--- config.mk ---
export PLATFORM = sky130hd
export DESIGN_NAME = ub_write_arbiter
export DESIGN_NICKNAME = d
export VERILOG_FILES = /design/src/rtl/ub_write_arbiter.sv
export SDC_FILE = /design/constraint.sdc
export NUM_CORES = 1
export LEC_CHECK = 0
export CAP_MARGIN = 40
export CORE_UTILIZATION = 60
export CTS_CLUSTER_SIZE = 12
export DETAILED_ROUTE_END_ITERATION = 8
export DONT_BUFFER_PORTS = 1
export GPL_TIMING_DRIVEN = 0
export PLACE_DENSITY = 0.76
export SLEW_MARGIN = 20
export SYNTH_ARGS = -nofsm -noshare
export SYNTH_HDL_FRONTEND = slang
export SYNTH_SLANG_ARGS = --single-unit
export TNS_END_PERCENT = 30
--- constraint.sdc ---
create_clock -name clk -period 4.61 [get_ports clk]
set_clock_uncertainty 0.15 [all_clocks]
set_input_delay 0 -clock clk [delete_from_list [all_inputs] [get_ports clk]]
set_output_delay 0 -clock clk [all_outputs]
set_load 0.02 [all_outputs]
--- src/rtl/ub_write_arbiter.sv ---
// ub_write_arbiter
//   Round-robin arbiter that shares the unified buffer's single write port
//   among N_REQ producers. A grant covers a whole burst; data and valid of
//   the grantee are muxed straight onto the buffer port and the buffer's
//   back-pressure is passed straight back to the grantee.
//
// Optional feature macro: UB_ARB_BURST_LIMIT_EN
//   Defined   : a burst also ends on the beat that brings burst_count to
//               MAX_BURST, so the grantee must re-arbitrate to continue.
//   Undefined : bursts end only on req_last; burst_count saturates.
//
// Ports
//   clk, reset          : rising-edge clock, synchronous active-high reset
//   req_valid/last/data : per-requester stream (data flattened, i*WIDTH)
//   req_ready           : per-requester ready (only the grantee can see 1)
//   ub_wr_valid/data    : unified buffer write port
//   ub_wr_ready         : unified buffer back-pressure
//   grant_id            : current or most recent grantee
//   busy                : high while a grant is active
//   burst_count         : beats accepted in the current burst
//   dbg_state_o         : FSM state (0 = IDLE, 1 = GRANT)
//
// Handshake: a beat happens on a cycle where the grantee's req_valid and
// ub_wr_ready are both high; valid never waits on ready, and ready reaches
// a requester only while it holds the grant.
module ub_write_arbiter #(
  parameter int N_REQ     = 4,
  parameter int WIDTH     = 8,
  parameter int MAX_BURST = 16,
  parameter int ID_W      = $clog2(N_REQ),
  parameter int CNT_W     = $clog2(MAX_BURST) + 1
) (
  input  logic                   clk,
  input  logic                   reset,
  input  logic [N_REQ-1:0]       req_valid,
  input  logic [N_REQ-1:0]       req_last,
  input  logic [N_REQ*WIDTH-1:0] req_data,
  output logic [N_REQ-1:0]       req_ready,
  output logic                   ub_wr_valid,
  output logic [WIDTH-1:0]       ub_wr_data,
  input  logic                   ub_wr_ready,
  output logic [ID_W-1:0]        grant_id,
  output logic                   busy,
  output logic [CNT_W-1:0]       burst_count,
  output logic                   dbg_state_o
);

  typedef enum logic {
    ST_IDLE  = 1'b0,
    ST_GRANT = 1'b1
  } state_e;

  state_e           state_q;
  logic [ID_W-1:0]  grant_id_q;
  logic [ID_W-1:0]  last_grant_q;
  logic [CNT_W-1:0] burst_count_q;

  logic             active;
  logic             beat;
  logic             burst_end;
  logic             pick_found;
  logic [ID_W-1:0]  pick_id;
  logic [CNT_W-1:0] count_inc;

  // Round-robin scan starting just above the last grantee, wrapping.
  always_comb begin
    pick_found = 1'b0;
    pick_id    = '0;
    for (int k = 1; k <= N_REQ; k++) begin
      if (!pick_found && req_valid[(int'(last_grant_q) + k) % N_REQ]) begin
        pick_found = 1'b1;
        pick_id    = ID_W'((int'(last_grant_q) + k) % N_REQ);
      end
    end
  end

  // Reset gates the datapath so no beat can slip through in the reset cycle.
  assign active = (state_q == ST_GRANT) && !reset;
  assign beat   = active && req_valid[grant_id_q] && ub_wr_ready;

  // Counter saturates at all-ones instead of wrapping.
  assign count_inc = (burst_count_q == '1) ? burst_count_q : burst_count_q + 1'b1;

`ifdef UB_ARB_BURST_LIMIT_EN
  assign burst_end = beat && (req_last[grant_id_q] || (count_inc == CNT_W'(MAX_BURST)));
`else
  assign burst_end = beat && req_last[grant_id_q];
`endif

  always_ff @(posedge clk) begin
    if (reset) begin
      state_q       <= ST_IDLE;
      grant_id_q    <= '0;
      last_grant_q  <= ID_W'(N_REQ - 1);
      burst_count_q <= '0;
    end else begin
      case (state_q)
        ST_IDLE: begin
          if (pick_found) begin
            grant_id_q    <= pick_id;
            burst_count_q <= '0;
            state_q       <= ST_GRANT;
          end
        end
        ST_GRANT: begin
          if (beat) begin
            burst_count_q <= count_inc;
          end
          if (burst_end) begin
            last_grant_q <= grant_id_q;
            state_q      <= ST_IDLE;
          end
        end
        default: state_q <= ST_IDLE;
      endcase
    end
  end

  assign ub_wr_valid = active && req_valid[grant_id_q];
  assign ub_wr_data  = req_data[int'(grant_id_q)*WIDTH +: WIDTH];

  always_comb begin
    req_ready = '0;
    if (active) begin
      req_ready[grant_id_q] = ub_wr_ready;
    end
  end

  assign grant_id    = grant_id_q;
  assign busy        = (state_q == ST_GRANT);
  assign burst_count = burst_count_q;
  assign dbg_state_o = state_q;

endmodule
* Word-level counts from Yosys, hierarchy flattened
Index checks and enable logic that the tools add are counted.
Storage, ports and cells: flip-flop bits (word level) 10, bits of input ports 43, output and inout port bits 22, word-level logic and storage cells 79
Operators by class: bitwise operators 6, multiplexer cells 34, reduce and logical (&&, ||, !) cells 19, shift operators 1, add/sub/neg operators 5, equality and inequality tests 4, magnitude comparators 6
Operators by type and width (number):
- $shiftx A32 B6 Y8 | 1
- $mux W1 | 17
- $lt A3 B4 Y1 const B | 4
- $mux W5 | 3
- $bmux W1 S2 | 6
- $pmux W5 S2 | 1
- $logic_and A1 B1 Y1 | 8
- $mux W2 | 4
- $reduce_or A2 Y1 | 4
- $add A5 B1 Y5 const B | 1
- $eq A5 B5 Y1 const B | 1
- $add A2 B1 Y2 const B | 2
- $add A2 B2 Y2 const B | 2
- $and A1 B1 Y1 const A | 4
- $and A4 B4 Y4 | 1
- $logic_not A1 Y1 | 4
- $mux W4 | 1
- $ne A2 B2 Y1 const B | 2
- $reduce_and A2 Y1 | 2
- $lt A2 B3 Y1 const B | 1
- $reduce_and A3 Y1 | 1
- $demux W1 S2 | 1
- $ge A2 B1 Y1 const B | 1
- $ne A2 B1 Y1 const B | 1
- other kinds (2) | 2

* Depth between registers and ports, before layout
depth after elaboration 18, gate-level depth with buffers 7, mapped depth without buffers 7

* Least setup slack after synthesis
No wires, ideal clock.
path kind flip-flop to flip-flop, start point register grant_id_q[1] (netlist: grant_id[1]), end point register last_grant_q[1], slack 2.631 ns, data required time 4.340 ns, path buffers 1, arrival time 1.709 ns, stages on the path, launching flop included 6, library setup time 0.120 ns, path through dfxtp_1 -> buf_6 -> mux4_2 -> and2_4 -> and3_1 -> a211o_1
Between the ends: longest elaborated chain between the ends 6, elaborated cells on any way between the ends 8, classes of those cells mux: 4; reduce/logical: 4
RTL lines:
- start: declaration | line 54 | logic [ID_W-1:0] grant_id_q;
- start signal: assignment | line 100 | grant_id_q <= pick_id;
- $bmux W1 S2 | line 79 | assign beat = active && req_valid[grant_id_q] && ub_wr_ready;
- $mux W1 (not written as such) | line 79
- $logic_and A1 B1 Y1 (2 in series) | line 79
- $logic_and A1 B1 Y1 | line 87 | assign burst_end = beat && req_last[grant_id_q];
- $reduce_and A2 Y1 (no line)
- end signal: assignment | line 94 | last_grant_q <= ID_W'(N_REQ - 1);
- end signal: assignment | line 110 | last_grant_q <= grant_id_q;
- end: declaration | line 55 | logic [ID_W-1:0] last_grant_q;
Several ways; a longest one is shown, not always the timed one. The select of a mux whose other input is x is not followed. A chain may end at the register's enable or synchronous reset.

* Worst setup path after layout
start point register grant_id_q[0] (netlist: grant_id[0]), end point register state_q (netlist: busy)
Between the ends: longest elaborated chain between the ends 7, elaborated cells on any way between the ends 9, classes of those cells mux: 6; reduce/logical: 3
RTL lines:
- $bmux W1 S2 | line 79
- $mux W1 (not written as such) | line 79
- $logic_and A1 B1 Y1 (2 in series) | line 79
- $logic_and A1 B1 Y1 * | line 87
- $mux W1 * | line 109 | if (burst_end) begin
- $pmux W1 S2 * | line 97 | case (state_q)
- end signal: assignment | line 92 | state_q <= ST_IDLE;
- end signal: assignment | line 102 | state_q <= ST_GRANT;
- end signal: assignment | line 111 | state_q <= ST_IDLE;
- end: declaration | line 53 | state_e state_q;
Every way passes the cells marked *; elsewhere a longest branch is shown, timed or not. The select of a mux whose other input is x is not followed.

==> flow_metrics.py <==
metrics = {
    "grt": {
        "globalRouteOverflowTotal": 0,
        "grt_max_degree": 11,
        "busiest_layer": "met2",
        "grt_usage_pct": 31.9,
        "grt_pass1_wl_mm": 3.22,
        "grt_pass1_vias": 740,
        "use_met3_pct": 10.0,
        "met1_usage_pct": 31.9,
        "antenna_found_initial": 0,
        "grtUsageMet2_pct": 57.7,
    },
    "die": {
        "die_width_um": 40.0,
        "ioPinCount": 65,
        "coreArea_um2": 1320,
        "die_area_um2": 1600,
        "num_rows": 13,
        "fp.dieH_um": 40.0,
        "initial_core_util_pct": 65.9,
    },
    "layout": {
        "antenna_cells": 0,
        "multi_input_area_um2": 619,
        "seq_area_um2": 200,
        "instances_no_fill": 123,
        "area_growth_pct": 19.0,
        "drive_above_1_share_pct": 18.5,
        "fin_nets": 154,
        "fin_area_um2": 1030,
        "fillCellCount": 87,
    },
    "synthesis": {
        "synth_nets": 138,
        "syn_inst": 93,
        "synth.area.top_cells": "mux4_2, dfxtp_1, nand2b_1",
        "synth_area_um2": 868,
        "synth_cell_types": 32,
        "ys_warn_count": 0,
        "synth-edff-count": 0,
        "yosysSeqAreaShare_pct": 23.1,
        "synth_most_common_cell": "dfxtp_1",
        "synthTopCellsByCount": "dfxtp_1, mux4_2, nand2_1, nor2_1",
        "avgSynthCellArea_um2": 9.34,
        "yosys_register_bits": 10,
        "yosys.area.top_type_share_pct": 23.3,
        "synth_top_cell_by_area": "mux4_2",
        "synth-async-reset-ratio_pct": 0,
        "ys.flop_type": "dfxtp_1",
    },
    "worst_setup_path": {
        "cp-start-kind": "register",
        "r2r-start": "grant_id[0]$_SDFFE_PP0P_",
        "cp_max_fo": 8,
        "endpoint_kind": "register",
        "startpoint": "grant_id[0]$_SDFFE_PP0P_",
        "worst_ep_required_time_ps": 4680,
        "worstPathArrival_ps": 3040,
        "path_class": "reg2reg",
    },
    "route": {
        "wl_per_cell_um": 18.0,
        "firstDrtPassIters": 4,
        "vias_per_cell": 6.75,
        "vias": 830,
        "detail-route-antenna-nets": 0,
        "dr.first_iter.drc_count": 12,
        "route.detailed.drc": 0,
        "wl_mm": 2.22,
    },
    "clock_tree": {
        "clk_pin_slew_worst_paths_ps": 60,
        "cts_buffers": 3,
        "cts_tree": "done",
        "h-tree-depth": 1,
        "clk_latency_ps": 270,
        "cts_setup_buffers": 0,
        "cts_buffer_depth": 2,
        "clock-sinks": 10,
        "cts-root-buf": "clkbuf_4",
    },
    "hold_path": {
        "hold_class": "in2out",
        "min_from": "ub_wr_ready",
    },
    "sta": {
        "holdWs_ps": 18.3,
        "min_period_ps": 2970,
        "max_slew.worst_pin.slew_ps": 654,
        "hold_violations": 0,
        "grt_setup_unrepaired": "false",
        "max_freq_mhz": 336,
        "setup_viol": 0,
        "post-route-period-util_pct": 64.5,
        "setup_tns_ps": 0,
        "relSlewSlack_pct": 56.1,
        "maxSlewViolCount": 0,
    },
    "flow_run": {
        "maxCapViolCount": 0,
    },
    "power_and_ir_drop": {
        "p_sw_share_pct": 32.2,
        "p_switching_w": 0.0000852,
        "ir_worst_vdd_v": 0.000172,
        "power_frac_clock_pct": 30.1,
        "internal-power_w": 0.000180,
        "finalPower_w": 0.000265,
        "combPwrFrac_pct": 33.1,
        "power.density_nw_per_um2": 256,
        "seq_power_share_pct": 36.8,
        "leakagePower_nw": 0.418,
    },
    "run_status": {
        "status": "finished clean",
    },
    "placed_design": {
        "gp_congestion": 0.789,
        "placed_cells": 108,
        "dp_hpwl_mm": 1.57,
        "io_buffers": 0,
        "place_area_um2": 887,
    },
}
-- worst max-delay path, stage by stage, from the launching register on --
cell           delay, ps
dfxtp_1              440
buf_2                290
mux4_1               610
nand4_1              110
o21ai_0               80
dlygate4sd3_1        580
nor2_1               100
dlygate4sd3_1        560
-- through the flow --
| step | utilization [%] | worst slack (ps) |
|---|---|---|
| detailed placement | 67.3 | 2530 |
| floorplan | - | 2630 |
| global placement | 67.3 | 2540 |
| CTS | 78.4 | 1680 |
| global route | 78.4 | 1470 |
| finish | 78.4 | 1640 |
-- registers in the layout (all words and copies together) (netlist names) --
name,cells
burst_count,5
grant_id,2
busy,1
last_grant_q,2
-- area by class of cell --
cell class	count	share of cell area (%)
timing repair buffer	11	10.7
multi-input combinational	74	59.9
buffer	6	3.63
tap	15	1.82
clock buffer	4	3.51
sequential	10	19.4
inverter	3	1.09
-- cell usage in the layout, fill, tap and decap left out --
cell / count
dlygate4sd3_1: 11
xor2_1: 1
a221o_1: 1
dfxtp_1: 10
clkbuf_1: 1
nor2_1: 8
nor3_1: 2
inv_1: 3
nand2b_1: 5
and2_4: 1
clkbuf_8: 1
o21ai_0: 4
mux2i_1: 2
a22oi_1: 1
o32a_1: 1
and2_1: 2
mux2_2: 1
mux4_2: 9
buf_2: 3
nand4_1: 2
and3b_1: 1
a211oi_1: 3
nor3b_1: 1
buf_4: 1
nand2_1: 8
a211o_1: 1
buf_6: 1
clkbuf_4: 3
nand3_1: 5
mux4_1: 1
ha_1: 2
a21oi_1: 5
and3_1: 4
or4_1: 1
nor2b_1: 2
-- layer usage --
metal / part of all wire [%] / vias up
met1: 37 / 386
met5: 0 / -
met3: 9.1 / 9
met2: 52 / 54
li1: - / 381
met4: 2.5 / 0
-- power groups by stage --
stage	sequential, W	clock (W)	combinational [W]
finish	0.0000975	0.0000798	0.0000876
global route	0.0000980	0.0000849	0.0000956
CTS	0.0000974	0.0000815	0.0000868
detailed placement	0.0000994	0	0.0000772
global placement	0.0000993	0	0.0000759
floorplan	0.0000984	0	0.0000691
-- worst paths after layout --
kind	slack, ps	endpoint	depth (start not counted)
setup reg to reg	1640	busy$_SDFF_PP0_	7
hold / removal	20	req_ready[1]	2
setup / recovery	1640	busy$_SDFF_PP0_	7
hold reg to reg	440	burst_count[4]$_SDFFE_PP0P_	2
-- cells by family after synthesis --
family / after synthesis / share of synthesized area (%)
AO/OA/AOI/OAI: 16 / 12.0
XOR/XNOR: 1 / 1.01
adder cells (fa/ha/maj): 2 / 2.88
buffers and inverters: 9 / 5.62
flip-flops: 10 / 23.1
multiplexers: 13 / 30.0
AND/OR/NAND/NOR: 42 / 25.5
-- what timing repair did --
action / 4_1_cts / 5_1_grt
hold buffers: 11 / 0
resized for setup: 0 / 0
hold endpoints to repair: 5 / 0
(Power assumes the default switching activity.)
